==> src/rtl/match_tally_pkg.sv <==
// match_tally_pkg
// Shared types and constants for the match_tally statistics stage.
//   - stats_state_e : match-tracking FSM (IDLE until the first match, then ARMED)
//   - snap_state_e  : snapshot handshake FSM (S_IDLE, S_HOLD)
//   - DEF_CNT_W / DEF_GAP_W : default counter widths
//   - CNT_MAX / GAP_MAX     : all-ones saturation values for the default widths
package match_tally_pkg;

    localparam int DEF_CNT_W = 8;
    localparam int DEF_GAP_W = 8;

    localparam logic [DEF_CNT_W-1:0] CNT_MAX = '1;
    localparam logic [DEF_GAP_W-1:0] GAP_MAX = '1;

    typedef enum logic {
        IDLE  = 1'b0,
        ARMED = 1'b1
    } stats_state_e;

    typedef enum logic {
        S_IDLE = 1'b0,
        S_HOLD = 1'b1
    } snap_state_e;

endpackage

==> src/rtl/sat_counter.sv <==
// sat_counter
// Saturating up-counter with synchronous clear.
// Ports:
//   clk_i   : clock
//   rst_i   : synchronous active-high reset
//   clr_i   : synchronous clear to zero (priority over inc_i)
//   inc_i   : increment by one unless already at all-ones
//   cnt_o   : registered count
//   max_o   : registered flag, high while the count is all-ones
module sat_counter #(
    parameter int W = 8
) (
    input  logic         clk_i,
    input  logic         rst_i,
    input  logic         clr_i,
    input  logic         inc_i,
    output logic [W-1:0] cnt_o,
    output logic         max_o
);

    logic [W-1:0] cnt_q, cnt_d;
    logic         max_q, max_d;

    always_comb begin
        cnt_d = cnt_q;
        if (clr_i) begin
            cnt_d = '0;
        end else if (inc_i && !max_q) begin
            cnt_d = cnt_q + {{(W-1){1'b0}}, 1'b1};
        end
        // Flag tracks the next value so it rises in the same cycle the count tops out.
        max_d = &cnt_d;
    end

    always_ff @(posedge clk_i) begin
        if (rst_i) begin
            cnt_q <= '0;
            max_q <= 1'b0;
        end else begin
            cnt_q <= cnt_d;
            max_q <= max_d;
        end
    end

    assign cnt_o = cnt_q;
    assign max_o = max_q;

endmodule

==> src/rtl/match_tally.sv <==
// match_tally
// Statistics stage behind the sequence detector: counts match pulses on ans
// (saturating), measures the spacing between consecutive matches (last and
// minimum gap) and offers a req/ack snapshot of count and last_gap that stays
// frozen while counting continues.
// Ports:
//   clk, reset            : clock, synchronous active-high reset
//   ans                   : per-cycle match flag
//   clr                   : synchronous clear of the statistics (not the snapshot)
//   snap_req, snap_ack    : snapshot request / release
//   count, sat            : saturating match count and sticky saturation flag
//   last_gap, min_gap     : most recent and smallest inter-match gap
//   gap_valid             : at least one gap measured
//   snap_valid            : snapshot held
//   snap_count, snap_last_gap : frozen copies of count and last_gap
module match_tally
    import match_tally_pkg::*;
#(
    parameter int CNT_W = DEF_CNT_W,
    parameter int GAP_W = DEF_GAP_W
) (
    input  logic             clk,
    input  logic             reset,
    input  logic             ans,
    input  logic             clr,
    input  logic             snap_req,
    input  logic             snap_ack,
    output logic [CNT_W-1:0] count,
    output logic             sat,
    output logic [GAP_W-1:0] last_gap,
    output logic [GAP_W-1:0] min_gap,
    output logic             gap_valid,
    output logic             snap_valid,
    output logic [CNT_W-1:0] snap_count,
    output logic [GAP_W-1:0] snap_last_gap
);

    stats_state_e st_q, st_d;
    snap_state_e  sn_q, sn_d;

    logic [CNT_W-1:0] count_w;
    logic             count_max_w;
    logic [GAP_W-1:0] gap_cnt_w;
    logic             gap_max_w;
    logic [GAP_W-1:0] gap_new_w;

    logic [GAP_W-1:0] last_gap_q, last_gap_d;
    logic [GAP_W-1:0] min_gap_q, min_gap_d;
    logic             gap_valid_q, gap_valid_d;
    logic [CNT_W-1:0] snap_count_q, snap_count_d;
    logic [GAP_W-1:0] snap_last_q, snap_last_d;

    // Match counter: clr wins over a coincident match, so the match is dropped.
    sat_counter #(.W(CNT_W)) u_count (
        .clk_i (clk),
        .rst_i (reset),
        .clr_i (clr),
        .inc_i (ans),
        .cnt_o (count_w),
        .max_o (count_max_w)
    );

    // Gap counter restarts on every match and only runs once armed.
    sat_counter #(.W(GAP_W)) u_gap (
        .clk_i (clk),
        .rst_i (reset),
        .clr_i (clr | ans),
        .inc_i ((st_q == ARMED) && !ans),
        .cnt_o (gap_cnt_w),
        .max_o (gap_max_w)
    );

    // The gap includes the match cycle itself; hold at all-ones once saturated.
    assign gap_new_w = gap_max_w ? gap_cnt_w
                                 : gap_cnt_w + {{(GAP_W-1){1'b0}}, 1'b1};

    always_comb begin
        st_d        = st_q;
        last_gap_d  = last_gap_q;
        min_gap_d   = min_gap_q;
        gap_valid_d = gap_valid_q;
        if (clr) begin
            st_d        = IDLE;
            last_gap_d  = '0;
            min_gap_d   = '1;
            gap_valid_d = 1'b0;
        end else if (ans) begin
            st_d = ARMED;
            // The first match after reset/clr only starts the gap timer.
            if (st_q == ARMED) begin
                last_gap_d  = gap_new_w;
                gap_valid_d = 1'b1;
                if (gap_new_w < min_gap_q) begin
                    min_gap_d = gap_new_w;
                end
            end
        end
    end

    // Snapshot captures the registered (pre-update, pre-clear) statistics.
    always_comb begin
        sn_d         = sn_q;
        snap_count_d = snap_count_q;
        snap_last_d  = snap_last_q;
        case (sn_q)
            S_IDLE: begin
                if (snap_req) begin
                    sn_d         = S_HOLD;
                    snap_count_d = count_w;
                    snap_last_d  = last_gap_q;
                end
            end
            S_HOLD: begin
                if (snap_ack) begin
                    sn_d = S_IDLE;
                end
            end
            default: sn_d = S_IDLE;
        endcase
    end

    always_ff @(posedge clk) begin
        if (reset) begin
            st_q         <= IDLE;
            last_gap_q   <= '0;
            min_gap_q    <= '1;
            gap_valid_q  <= 1'b0;
            sn_q         <= S_IDLE;
            snap_count_q <= '0;
            snap_last_q  <= '0;
        end else begin
            st_q         <= st_d;
            last_gap_q   <= last_gap_d;
            min_gap_q    <= min_gap_d;
            gap_valid_q  <= gap_valid_d;
            sn_q         <= sn_d;
            snap_count_q <= snap_count_d;
            snap_last_q  <= snap_last_d;
        end
    end

    assign count         = count_w;
    assign sat           = count_max_w;
    assign last_gap      = last_gap_q;
    assign min_gap       = min_gap_q;
    assign gap_valid     = gap_valid_q;
    assign snap_valid    = (sn_q == S_HOLD);
    assign snap_count    = snap_count_q;
    assign snap_last_gap = snap_last_q;

endmodule
==> config.mk <==
export PLATFORM = sky130hd
export DESIGN_NAME = match_tally
export DESIGN_NICKNAME = d
export VERILOG_FILES = /design/src/rtl/match_tally_pkg.sv /design/src/rtl/sat_counter.sv /design/src/rtl/match_tally.sv
export SDC_FILE = /design/constraint.sdc
export NUM_CORES = 1
export LEC_CHECK = 0
export ABC_AREA = 1
export BUFFER_PORTS_ARGS = -buffer_cell sky130_fd_sc_hd__clkbuf_2
export CORE_MARGIN = 2
export CORE_UTILIZATION = 49
export DETAILED_ROUTE_END_ITERATION = 7
export GPL_TIMING_DRIVEN = 0
export PLACE_DENSITY = 0.74
export SYNTH_ARGS = -nofsm -noshare
export SYNTH_HDL_FRONTEND = slang
export SYNTH_SLANG_ARGS = --single-unit
export TNS_END_PERCENT = 50
==> constraint.sdc <==
create_clock -name clk -period 2.1 [get_ports clk]
set_input_delay 0.315 -clock clk [delete_from_list [all_inputs] [get_ports clk]]
set_output_delay 0.315 -clock clk [all_outputs]
set_load 0.01 [all_outputs]
==> flow_summary.ini <==
[place]
port_buffers = 48
gpl.final_weighted_congestion = 0.868
pre_cts_slack_ps = -382
placed_area_um2 = 2880
dpl.hpwl_mm = 4.36

[floorplan]
placement_rows = 26
dieHeight_um = 76.2
initial_utilization = 0.503
die_width_um = 76.2
io_pins = 49
fp.dieArea_um2 = 5800
fp.coreArea_um2 = 5070

[critical_path]
setup.worst_path.start_class = flop
worst-setup-path-type = reg -> reg
timing.critical_path.from = u_gap.cnt_o[2]$_SDFF_PP0_
crit_reg_reg_endpoint = min_gap[5]$_SDFFE_PP1P_
timing.critical_path.required_ps = 2310
critical_path.reg2reg.startpoint = u_gap.cnt_o[2]$_SDFF_PP0_
critical_path_arrival_ps = 2280
worstPathMaxFanout = 9
setup.reg_to_reg.worst_slack_ps = 30
worstSetupEndpointType = flop
ff2ff_path_depth = 11

[flow_run]
timing.max_cap.violations = 0

[layout]
layout.cells.most_common_list = 65 x nand2_1, 50 x nor2_1, 48 x dfxtp_1, 48 x clkbuf_2, 44 x inv_1
num-fill-cells = 458
finish.utilization = 0.627
syn_to_final_growth_pct = 24.8
drive_gt1_frac = 0.252
most_common_cell_after_layout_fill_and_taps_aside = nand2_1
finalInstanceArea_um2 = 3180
final_net_count = 438
n_diodes = 0

[logic_synthesis]
avgSynthCellArea_um2 = 7.07
yosys-top-cells-area = dfxtp_1 42%, nand2_1 10%, nor2_1 7.5%
synth_top_area_cell = dfxtp_1
synthesis.yosys.warnings = 0
synthCells = 361
flip_flop_and_latch_count_after_synthesis = 53
synth.distinct_cells = 27
ys_seq_area_frac = 0.416
synth.net_count = 376
synth_top_area_share = 0.416
synth.cell_area_um2 = 2550

[clock_tree]
cts-root-buf = clkbuf_8
clkSinkCount = 53
insertion_delay_ps = 310
max-clock-path-buffers = 2
cts.hold.buffers_added = 0
clk_pin_slew_worst_paths_ps = 100
num_cts_buffers = 5
tritoncts = yes
htree_levels = 2

[power_and_ir_drop]
internal_power_uw = 1340
comb_power_share = 0.102
power.sequential.fraction = 0.575
power_switching_share = 0.271
maximum_vdd_drop_mv = 0.359
switching_power_uw = 500
clockPowerShare = 0.322
power.leakage_uw = 0.00159
power-per-cell-area_nw_per_um2 = 580

[sta]
finClkSkew_ps = 9.22
timing.final.hold_violations = 0
fmaxAchievable_mhz = 483
worst_slew_pin_slew_ps = 484
final-max-slew-violation-count = 0
period_utilization_post_route = 0.985
setup_slack_ps = 30.6
finalWorstPathRequiredPeriod_ps = 2070
worst_rel_slew_slack = 0.677
setup_violations = 0

[worst_hold_path]
hold_end = snap_valid$_SDFF_PP0_
holdPathStages = 4
min_from = snap_ack
min_path_type = in -> reg

[global_route]
pin_count_of_the_biggest_net_entering_global_routing = 18
grt_pass1_wl_mm = 9.96
grtUsageTotal = 0.208
number_of_antenna_violations_at_the_first_check_in_global_routing = 0
grt_total_ovfl = 0
vias_in_the_first_global_route = 2235

[detailed_routing]
drc = 0
routedWlPerCell_um = 12.6
drt.antenna.violating_nets = 0
drt_pass1_iterations = 4
routed_wire_length_mm = 6.21
post_drt_via_cell_ratio = 5.13
routed-via-count = 2535
drt_first_iter_violations = 127

[run_status]
result_of_the_run = finished clean
[flip-flops by register name, indices dropped and copies added, names as in the netlist]
signal and count:
u_count.max_o 1, gap_valid 1, u_gap.cnt_o 8, u_gap.max_o 1, min_gap 8, last_gap 8, u_count.cnt_o 8, snap_count 8
snap_valid 1, snap_last_gap 8, st_q 1
[synth_stat cells (all sizes together)]
master / n
clkinv: 2
buf: 8
ha: 9
nand4: 13
dfxtp: 53
nand3: 27
nand2: 71
nor2: 56
o21bai: 6
a21oi: 17
inv: 46
nor3: 5
xor2: 4
o21ai: 37
o21a: 1
a31oi: 1
clkbuf: 5
[worst max-delay path, stage by stage, from the launching register on]
cell,delay (ps)
dfxtp_2,330
buf_6,120
nand3_1,120
xor2_2,180
o21ai_2,190
ha_1,280
a21oi_1,190
nand2_1,130
nand2_4,140
nand3_4,130
nand2_1,80
nand3_1,60
[routing by layer]
| layer | share of wire | vias to the layer above | GRT usage |
|---|---|---|---|
| met4 | 0.014 | 0 | 0.0727 |
| met2 | 0.49 | 53 | 0.354 |
| li1 | - | 1294 | - |
| met3 | 0.035 | 9 | 0.0415 |
| met1 | 0.46 | 1179 | 0.263 |
| met5 | 0 | - | 0 |
[stage by stage]
step | setup TNS [ps] | hold slack (ps) | instances | total power [uW]
after floorplan | 0 | 394 | 361 | 1200
final | 0 | 249 | 494 | 1850
after global placement | -2210 | 461 | 479 | 1260
after global routing | -336 | 257 | 494 | 1930
after detailed placement | -3000 | 468 | 479 | 1260
after CTS | 0 | 244 | 489 | 1850
[area by class of cell]
type	count	area [um^2]	share of cell area
Tap cell	70	87.6	0.0275
Timing Repair Buffer	55	293	0.0920
Buffer	12	82.6	0.0259
Inverter	48	180	0.0566
Clock inverter	3	21.3	0.00668
Multi-Input combinational cell	248	1380	0.434
Sequential cell	53	1070	0.335
Clock buffer	5	68.8	0.0216
[worst max path at each step]
stage,end,slack (ps),cells past startpoint
2_1_floorplan,min_gap[0]$_SDFFE_PP1P_,30,13
3_3_place_gp,min_gap[5]$_SDFFE_PP1P_,-290,13
3_5_place_dp,min_gap[5]$_SDFFE_PP1P_,-380,14
4_1_cts,min_gap[5]$_SDFFE_PP1P_,10,12
5_1_grt,min_gap[5]$_SDFFE_PP1P_,-50,11
6_report,min_gap[5]$_SDFFE_PP1P_,30,11
[logic make-up after synthesis]
kind of cell    count (synthesis)  synth area share
simple gates                  172             0.300
buf+inv                        61            0.0971
xor+xnor                        4            0.0137
fa+ha+maj                       9            0.0441
flops                          53             0.416
compound gates                 62             0.129
[power by group through the flow]
stage	Combinational, uW	Sequential, uW	Clock, uW
after global routing	214	1070	648
after global placement	177	1080	0
after floorplan	101	1100	0
after detailed placement	181	1080	0
final	189	1060	595
after CTS	182	1060	612
[what timing repair did]
action                                  CTS  global route
buffers inserted                          2             5
cloned                                    1             0
endpoints found under the setup margin    8             8
gates resized for setup                  11            32
pin swaps                                 1            13
No activity file was read; power rests on OpenSTA's default activity.
